`src/rtl/uart_mmio_ctrl.sv`:
```
// uart_mmio_ctrl: memory-mapped front end for the buart serializer.
// Buffers TX bytes and paces buart wr pulses against busy. Drains buart
// valid bytes into an RX FIFO with a one-cycle rd acknowledge. Exposes
// status, sticky error flags and an RX-not-empty interrupt.
// Ports:
//   clk, resetq           clock, async active-low reset
//   ip_sel/ip_addr/ip_wr/ip_rd/ip_wdata, op_rdata/op_valid  processor bus
//   op_irq                rx_irq_en & ~rx_empty
//   op_uart_wr/op_uart_tx_data/op_uart_rd, ip_uart_rx_data/busy/valid  buart side
module uart_mmio_ctrl #(
  parameter int TX_DEPTH = 8,
  parameter int RX_DEPTH = 8
) (
  input  logic        clk,
  input  logic        resetq,
  input  logic        ip_sel,
  input  logic [1:0]  ip_addr,
  input  logic        ip_wr,
  input  logic        ip_rd,
  input  logic [31:0] ip_wdata,
  output logic [31:0] op_rdata,
  output logic        op_valid,
  output logic        op_irq,
  output logic        op_uart_wr,
  output logic [7:0]  op_uart_tx_data,
  output logic        op_uart_rd,
  input  logic [7:0]  ip_uart_rx_data,
  input  logic        ip_uart_busy,
  input  logic        ip_uart_valid
);
  localparam int TAW = $clog2(TX_DEPTH);
  localparam int TCW = TAW + 1;
  localparam int RAW = $clog2(RX_DEPTH);
  localparam int RCW = RAW + 1;
  localparam logic [TCW-1:0] TX_FULL_CNT = TCW'(TX_DEPTH);
  localparam logic [RCW-1:0] RX_FULL_CNT = RCW'(RX_DEPTH);

  typedef enum logic [1:0] {TX_IDLE, TX_LAUNCH, TX_GUARD, TX_WAIT} tx_state_e;
  typedef enum logic {RX_IDLE, RX_HOLD} rx_state_e;

  tx_state_e tx_state_q, tx_state_d;
  rx_state_e rx_state_q, rx_state_d;

  logic [7:0]     tx_mem [TX_DEPTH];
  logic [7:0]     rx_mem [RX_DEPTH];
  logic [TAW-1:0] tx_wptr_q, tx_rptr_q;
  logic [RAW-1:0] rx_wptr_q, rx_rptr_q;
  logic [TCW-1:0] tx_cnt_q, tx_cnt_d;
  logic [RCW-1:0] rx_cnt_q, rx_cnt_d;
  logic           tx_ovf_q, tx_ovf_d, rx_ovr_q, rx_ovr_d, irq_en_q, irq_en_d;
  logic           uart_wr_q, uart_wr_d;
  logic [7:0]     tx_data_q, tx_data_d;

  logic tx_empty, tx_full, rx_empty, rx_full, tx_idle;
  logic wr_en, rd_en, ctrl_wr;
  logic tx_push_req, tx_push, tx_pop, rx_push, rx_pop;

  logic unused_wdata;
  assign unused_wdata = ^ip_wdata[31:8];

  assign tx_empty = (tx_cnt_q == '0);
  assign tx_full  = (tx_cnt_q == TX_FULL_CNT);
  assign rx_empty = (rx_cnt_q == '0);
  assign rx_full  = (rx_cnt_q == RX_FULL_CNT);
  assign tx_idle  = tx_empty & (tx_state_q == TX_IDLE);

  assign wr_en       = ip_sel & ip_wr;
  assign rd_en       = ip_sel & ip_rd;
  assign ctrl_wr     = wr_en & (ip_addr == 2'd2);
  assign tx_push_req = wr_en & (ip_addr == 2'd0);
  // Full/empty come from pre-edge state, so a full FIFO drops a push even
  // when the same edge also pops.
  assign tx_push     = tx_push_req & ~tx_full;
  assign tx_pop      = (tx_state_q == TX_IDLE) & ~tx_empty;
  assign op_uart_rd  = (rx_state_q == RX_IDLE) & ip_uart_valid;
  assign rx_push     = op_uart_rd & ~rx_full;
  assign rx_pop      = rd_en & (ip_addr == 2'd0) & ~rx_empty;

  assign op_valid        = rd_en;
  assign op_irq          = irq_en_q & ~rx_empty;
  assign op_uart_wr      = uart_wr_q;
  assign op_uart_tx_data = tx_data_q;

  // FIFO storage carries no reset; pointers/counts define validity.
  always_ff @(posedge clk) begin
    if (tx_push) tx_mem[tx_wptr_q] <= ip_wdata[7:0];
    if (rx_push) rx_mem[rx_wptr_q] <= ip_uart_rx_data;
  end

  always_comb begin
    tx_cnt_d = tx_cnt_q;
    if (tx_push && !tx_pop)      tx_cnt_d = tx_cnt_q + TCW'(1);
    else if (!tx_push && tx_pop) tx_cnt_d = tx_cnt_q - TCW'(1);
    rx_cnt_d = rx_cnt_q;
    if (rx_push && !rx_pop)      rx_cnt_d = rx_cnt_q + RCW'(1);
    else if (!rx_push && rx_pop) rx_cnt_d = rx_cnt_q - RCW'(1);
    // Sticky flags: a set in the same cycle as a clear wins.
    tx_ovf_d = (tx_ovf_q & ~(ctrl_wr & ip_wdata[0])) | (tx_push_req & tx_full);
    rx_ovr_d = (rx_ovr_q & ~(ctrl_wr & ip_wdata[1])) | (op_uart_rd & rx_full);
    irq_en_d = ctrl_wr ? ip_wdata[2] : irq_en_q;
  end

  // TX sequencer: wr is registered so it is high exactly during LAUNCH.
  always_comb begin
    tx_state_d = tx_state_q;
    uart_wr_d  = 1'b0;
    tx_data_d  = tx_data_q;
    case (tx_state_q)
      TX_IDLE: if (!tx_empty) begin
        tx_state_d = TX_LAUNCH;
        uart_wr_d  = 1'b1;
        tx_data_d  = tx_mem[tx_rptr_q];
      end
      TX_LAUNCH: tx_state_d = TX_GUARD;
      // busy may lag wr by a cycle, so it is not trusted until WAIT.
      TX_GUARD:  tx_state_d = TX_WAIT;
      TX_WAIT:   if (!ip_uart_busy) tx_state_d = TX_IDLE;
      default:   tx_state_d = TX_IDLE;
    endcase
  end

  // RX: HOLD masks valid for the cycle after rd while buart clears it.
  always_comb begin
    rx_state_d = rx_state_q;
    case (rx_state_q)
      RX_IDLE: if (ip_uart_valid) rx_state_d = RX_HOLD;
      default: rx_state_d = RX_IDLE;
    endcase
  end

  always_ff @(posedge clk or negedge resetq) begin
    if (!resetq) begin
      tx_state_q <= TX_IDLE;
      rx_state_q <= RX_IDLE;
      tx_wptr_q  <= '0;
      tx_rptr_q  <= '0;
      rx_wptr_q  <= '0;
      rx_rptr_q  <= '0;
      tx_cnt_q   <= '0;
      rx_cnt_q   <= '0;
      tx_ovf_q   <= 1'b0;
      rx_ovr_q   <= 1'b0;
      irq_en_q   <= 1'b0;
      uart_wr_q  <= 1'b0;
      tx_data_q  <= 8'h00;
    end else begin
      tx_state_q <= tx_state_d;
      rx_state_q <= rx_state_d;
      if (tx_push) tx_wptr_q <= tx_wptr_q + TAW'(1);
      if (tx_pop)  tx_rptr_q <= tx_rptr_q + TAW'(1);
      if (rx_push) rx_wptr_q <= rx_wptr_q + RAW'(1);
      if (rx_pop)  rx_rptr_q <= rx_rptr_q + RAW'(1);
      tx_cnt_q   <= tx_cnt_d;
      rx_cnt_q   <= rx_cnt_d;
      tx_ovf_q   <= tx_ovf_d;
      rx_ovr_q   <= rx_ovr_d;
      irq_en_q   <= irq_en_d;
      uart_wr_q  <= uart_wr_d;
      tx_data_q  <= tx_data_d;
    end
  end

  always_comb begin
    op_rdata = 32'h0;
    if (ip_sel) begin
      case (ip_addr)
        2'd0: op_rdata = rx_empty ? 32'h0000_0100 : {24'h0, rx_mem[rx_rptr_q]};
        2'd1: op_rdata = {8'(rx_cnt_q), 8'(tx_cnt_q), 9'h0, tx_idle, rx_ovr_q,
                          tx_ovf_q, rx_full, rx_empty, tx_full, tx_empty};
        2'd2: op_rdata = {29'h0, irq_en_q, 2'b00};
        default: op_rdata = 32'h0;
      endcase
    end
  end
endmodule
```
`config.mk`:
```
export PLATFORM = sky130hd
export DESIGN_NAME = uart_mmio_ctrl
export DESIGN_NICKNAME = d
export VERILOG_FILES = /design/src/rtl/uart_mmio_ctrl.sv
export SDC_FILE = /design/constraint.sdc
export NUM_CORES = 1
export LEC_CHECK = 0
export ABC_AREA = 1
export BUFFER_PORTS_ARGS = -buffer_cell sky130_fd_sc_hd__buf_4
export CAP_MARGIN = 20
export CORE_ASPECT_RATIO = 0.6
export CORE_MARGIN = 5
export CORE_UTILIZATION = 25
export DETAILED_ROUTE_END_ITERATION = 7
export HOLD_SLACK_MARGIN = 0.05
export PLACE_DENSITY_LB_ADDON = 0.08
export SYNTH_ARGS = -nofsm -noshare
export SYNTH_HDL_FRONTEND = slang
export SYNTH_SLANG_ARGS = --single-unit
```
`constraint.sdc`:
```
create_clock -name clk -period 5.8 [get_ports clk]
set_clock_uncertainty 0.15 [all_clocks]
set_input_delay 1.16 -clock clk [delete_from_list [all_inputs] [get_ports clk]]
set_output_delay 1.16 -clock clk [all_outputs]
set_load 0.03 [all_outputs]
```
== Word-level counts from Yosys, hierarchy flattened ==
Memories as Yosys holds them, arrays and structs flattened. A register that Yosys moved wholly into a read port is not among the register bits.
Cells that the tools add are included.
Word-level totals
  flip-flop bits (word level): 27
  memory bits (writable): 128
  bits of input ports: 49
  output and inout bits: 44
  logic and storage cells: 93
  memories: 2
Operators by class
  $add $sub $neg: 8
  equal/unequal tests: 9
  multiplexer cells: 18
  bitwise operators: 27
  reduce and logical (&&, ||, !) cells: 17
Memory list
  rx_mem: depth 8, width 8, read ports 1, clocked after memory_dff 0, wr ports 1, line 45  | logic [7:0] rx_mem [RX_DEPTH];
  tx_mem: depth 8, width 8, read ports 1, clocked after memory_dff 1, wr ports 1, line 44  | logic [7:0] tx_mem [TX_DEPTH];
Operators by type and width (count)
  $pmux 28 s3: 1
  $mux 28: 1
  $and 1x1->1: 18
  $mux 4: 4
  $add 3x1->3 const B: 4
  $mux 9: 1
  $add 4x1->4 const B: 2
  $eq 4x4->1 const B: 2
  $logic_not 4->1: 2
  $mux 1: 8
  $pmux 2 s4: 1
  $sub 4x1->4 const B: 2
  $not 1->1: 7
  $eq 2x2->1 const B: 3
  $logic_not 1->1: 5
  $eq 2x1->1 const B: 2
  $logic_and 1x1->1: 4
  $logic_not 2->1: 2
  $mux 2: 2
  $ne 2x2->1 const B: 2
  $reduce_and 2->1: 2
  $reduce_bool 2->1: 2
  $or 1x1->1: 2

== Longest topological paths before layout ==
  depth in word-level cells: 7
  mapped depth: 16
  depth with buffers taken out: 16

== Least setup slack after synthesis ==
No wires, ideal clock.
  path kind: input to output
  start: input port ip_addr[1]
  end: output port op_rdata[8]
  arrival time: 2.079 ns
  required time: 4.490 ns
  path slack: 2.411 ns
  cell stages on the path: 3
  path buffers: 0
  cells stage by stage: nor2_1 inv_1 nor3_1
On the way
  longest elaborated chain between the ends: 3
  elaborated cells on any way between the ends: 5
  classes of those cells: 2 x eq/ne; 2 x mux; 1 x reduce/logical
RTL lines
  start: declaration: line 17  | input logic [1:0] ip_addr,
  $eq 2x2->1, or another cell as far along: line 166  | case (ip_addr)
  $pmux 28 s3 *: line 166
  $mux 28 *: line 165  | if (ip_sel) begin
  end: declaration: line 21  | output logic [31:0] op_rdata,
Mark *: on every way between the ends. The rest lies on a longest branch, timed or not.

== Worst setup path in the final report ==
  start: register rx_rptr_q[1]
  end: output port op_rdata[7]
On the way
  longest elaborated chain between the ends: 4
RTL lines
  start: declaration: line 47  | logic [RAW-1:0] rx_wptr_q, rx_rptr_q;
  start signal: assignment: line 152  | if (rx_pop) rx_rptr_q <= rx_rptr_q + RAW'(1);
  $mem_v2 8x8
  $mux 9: line 167  | 2'd0: op_rdata = rx_empty ? 32'h0000_0100 : {24'h0, rx_mem[rx_rptr_q]};
  $pmux 28 s3: line 166
  $mux 28: line 165
No other way between the ends.

==> results.txt <==
The flow ran to the end, and the final reports show no timing, DRC or antenna violations. The clock period minus worst slack is between 3 and 4 ns. The total internal power came out at 0.00250 W. Data arrives at the worst endpoint at between 2 and 3 ns. The synthesized netlist contains 32 unique library cells.

The average cell area after synthesis came out at around 11 um^2. The switching share of total power is 0.388. The initial antenna violation count came out at 0.

The total clock buffers created by CTS came out at 17. The multiplexer share of the synthesized area came out at 0. The areal power density over the cells came out at 472 nW/um^2. After clock tree synthesis, the flow added hold-fix buffers numbering 0.

The die is approximately 230 um wide. The floorplan step set the die height to 143 um. The global-route wire length before repair came out at 29.5 mm. Of the total synthesized cell area, the portion taken by AND, OR, NAND and NOR gates is 0.171. The worst setup path is captured at an output port. The total global routing overflow is 0.

The most used flip-flop cell after synthesis is edfxtp_1. The post-route worst hold slack is 0.333 ns. The share of total power dissipated in combinational logic is 0.336. By startpoint and endpoint, the worst setup path is classified as flip-flop to output port. Summing all multi-input logic gate instances after layout gives between 2000 and 2500 um^2. The worst voltage drop across the vdd grid is 0.000155 V. The average detailed-routed wire length per instance is between 15 and 20 um. Along the worst path, the maximum fanout reaches 18. The count of input and output buffers came out at 53. In this run, post-CTS repair resized a total of 0 instances. The sequential cells in the finished layout cover a total of around 4700 um^2. The clock tree from TritonCTS is yes. The element type at the critical path start is a flip-flop. In this run the critical register-to-register path is launched from tx_cnt_q[1]. The share of power burned in registers is 0.392. The die area came out at between 30,000 and 40,000 um^2.

The count of nets after finishing is approximately 800. Setup repair after global routing left no endpoint under its margin. For this run, design rule violations remaining after detail routing come to 0. The path class of the lowest-slack min-delay path is flip-flop to flip-flop.

The number of nets with antenna violations after detailed routing came out at 0. The most critical setup path has its startpoint at rx_rptr_q[1]. The number of antenna diodes in the final layout is 0. Measured against its own limit, the worst slew margin works out to 0.244. The share of power burned in the clock network came out at 0.273. The total detailed-routing wirelength is about 19 mm. The netlist area before placement came out at approximately 7300 um^2. The endpoint required time on the critical path came out at 4.49 ns. The final-report hold violation count is 0. By area, the combinational part of the netlist is dominated by simple AND/OR/NAND/NOR gates.

The leakage component of the power came out at approximately 3.6 nW. The maximum buffer depth of the clock tree came out at 2. The later-pin clock latency in the skew report came out at approximately 0.44 ns. The initial core utilization is 0.254. between 90 and 100 I/O pins were placed.

The number of rows in the core area came out at 48. In this run the post-CTS setup repair buffer count came out at 0. The number of slew-limit violations in the final report is 0.

The total number of vias is 4,782. In the final layout, the share of cells above drive strength 1 is 0.137. The final weighted congestion in routability-driven placement came out at ~0.75. The portion of synthesized cell area occupied by the leading cell type is 0.524. Of the total synthesized cell area, the portion taken by full adders, half adders and majority gates is 0.0293. By count the netlist is led by nand2_1, edfxtp_1, nor2_1.

The maximum operating frequency came out at roughly 250 MHz. The max-capacitance violation count is 0. The total net switching power came out at about 0.0016 W. CTS built an H-tree with a depth of 4. Summed over all instances, the cell type with the most area after synthesis is edfxtp_1. The core region is roughly 29,000 um^2. The number of enable flip-flop cells after synthesis is between 100 and 150. The proportion of synthesized flip-flops having asynchronous set or reset is 0.215. The aggregate global-route resource usage is 0.122. The actual slew at the worst max-slew pin is 1.13 ns.

The clock tree root driver cell is clkbuf_16. The detailed router finished its first iteration with between 300 and 400 violations. The via-per-instance ratio is between 4 and 5. The number of warnings printed during yosys synthesis is 0.

By area the synthesized netlist is led by edfxtp_1, dfrtp_1, nand2_1. The total number of clock tree sinks came out at between 150 and 200. The largest net degree at the start of global routing came out at 36. Dividing the final minimum period by the clock period gives 0.682. Of the total synthesized cell area, the portion taken by XOR and XNOR cells is 0.0131. In the post-synthesis netlist, the cell with the most instances is nand2_1. The setup total negative slack came out at 0 ns. The worst hold path begins at rx_state_q. Counting the fill cells in the layout gives approximately 2.9k.

The layout overhead on the synthesized area came out at 18.2%. The number of setup violations in the final report is 0. The compound-gate portion of the synthesized area came out at 0.0584. The number of synthesized register bits is about 160.

The sequential share of the synthesized area came out at 0.644. The number of global-route vias before repair came out at 4,693. The number of detailed-route iterations in the first pass came out at 5. The core occupancy in the finished layout is 0.301. Clock-pin slew was measured on the worst setup and hold paths at around 0.07 ns. The HPWL after detailed placement came out at 13.3 mm. The cell count after synthesis came out at between 600 and 700.
-- registers in the layout (all words and copies together) (netlist names) --
register / cells
rx_mem: 64
tx_mem: 64
op_uart_tx_data: 8
rx_cnt_q: 4
tx_cnt_q: 4
rx_rptr_q: 3
rx_wptr_q: 3
tx_rptr_q: 3
tx_wptr_q: 3
tx_state_q: 2
irq_en_q: 1
op_uart_wr: 1
rx_ovr_q: 1
rx_state_q: 1
tx_ovf_q: 1
-- area by class of cell --
type                       count  share of cell area
sequential                   163               0.545
multi-input combinational    422               0.237
timing repair buffer          64              0.0598
tap                          375              0.0541
clock buffer                  18              0.0507
inverter                      87              0.0380
clock inverter                14              0.0163
-- worst max-delay path: stages (launching register included) --
cell	delay [ns]
dfrtp_1	0.92
inv_2	0.42
nor2_1	0.19
o21ai_0	0.09
o21ai_0	0.10
nand2_1	0.08
a21boi_1	0.20
buf_4	0.20
-- power by group through the flow --
stage	logic, W	registers (W)	clock network (W)
after global placement	0.00133	0.00164	0
after global routing	0.00157	0.00162	0.00120
final	0.00137	0.00160	0.00112
after detailed placement	0.00134	0.00165	0
after floorplan	0.000997	0.00161	0
after CTS	0.00135	0.00163	0.00115
-- per-layer routing --
metal  vias up  global-route usage  routed length (um)
met5         -                   0                   0
met4         0              0.0347                 233
met3        17              0.0312                 787
li1       2399                   -                   -
met1      2290               0.180               10000
met2        76               0.178                8370
-- per-stage QoR --
stage	power (W)	cells	setup WS [ns]	area, um^2
after floorplan	0.00261	710	2.41	7390
after global placement	0.00297	1104	2.05	8000
after detailed placement	0.00299	1108	2.07	8030
after CTS	0.00412	1140	1.86	8610
after global routing	0.00439	1143	1.65	8670
final	0.00409	1143	1.84	8670
-- layout by cell type (no fill, tap or decap), types with 2 or more instances in the layout --
cell type and instances:
conb_1 15, clkbuf_8 2, ha_1 14, xnor2_1 4, o21ai_1 14, fa_1 2
a21oi_1 9, o211ai_1 16, inv_1 80, edfxtp_1 128, clkinv_4 2, clkbuf_16 17
clkinvlp_4 3, buf_4 59, xor2_1 7, nand3_1 58, inv_8 2, o21ai_0 34
inv_2 3, nor2_1 86, dfrtp_1 35, buf_6 3, inv_6 5, nand3b_1 2
clkinv_1 3, nand2_1 151
-- final timing paths --
kind	to	slack, ns	cells past startpoint
worst max-delay path	op_rdata[7]	1.84	7
worst min-delay path	rx_state_q	0.33	1
worst max register to register	tx_cnt_q[3]	2.94	14
worst min register to register	rx_state_q	0.33	1
max in group asynchronous	op_uart_tx_data[7]	4.56	1
min in group asynchronous	rx_cnt_q[1]	0.55	1
-- kinds of logic after synthesis --
| logic type | Yosys count |
|---|---|
| buffers and inverters | 125 |
| AOI/OAI and AO/OA | 76 |
| xor gates and xnor gates | 11 |
| and+or+nand+nor | 304 |
| other | 1 |
| DFF | 163 |
| adders and majority gates | 16 |
Note: power is estimated with default switching activity, not from simulation.
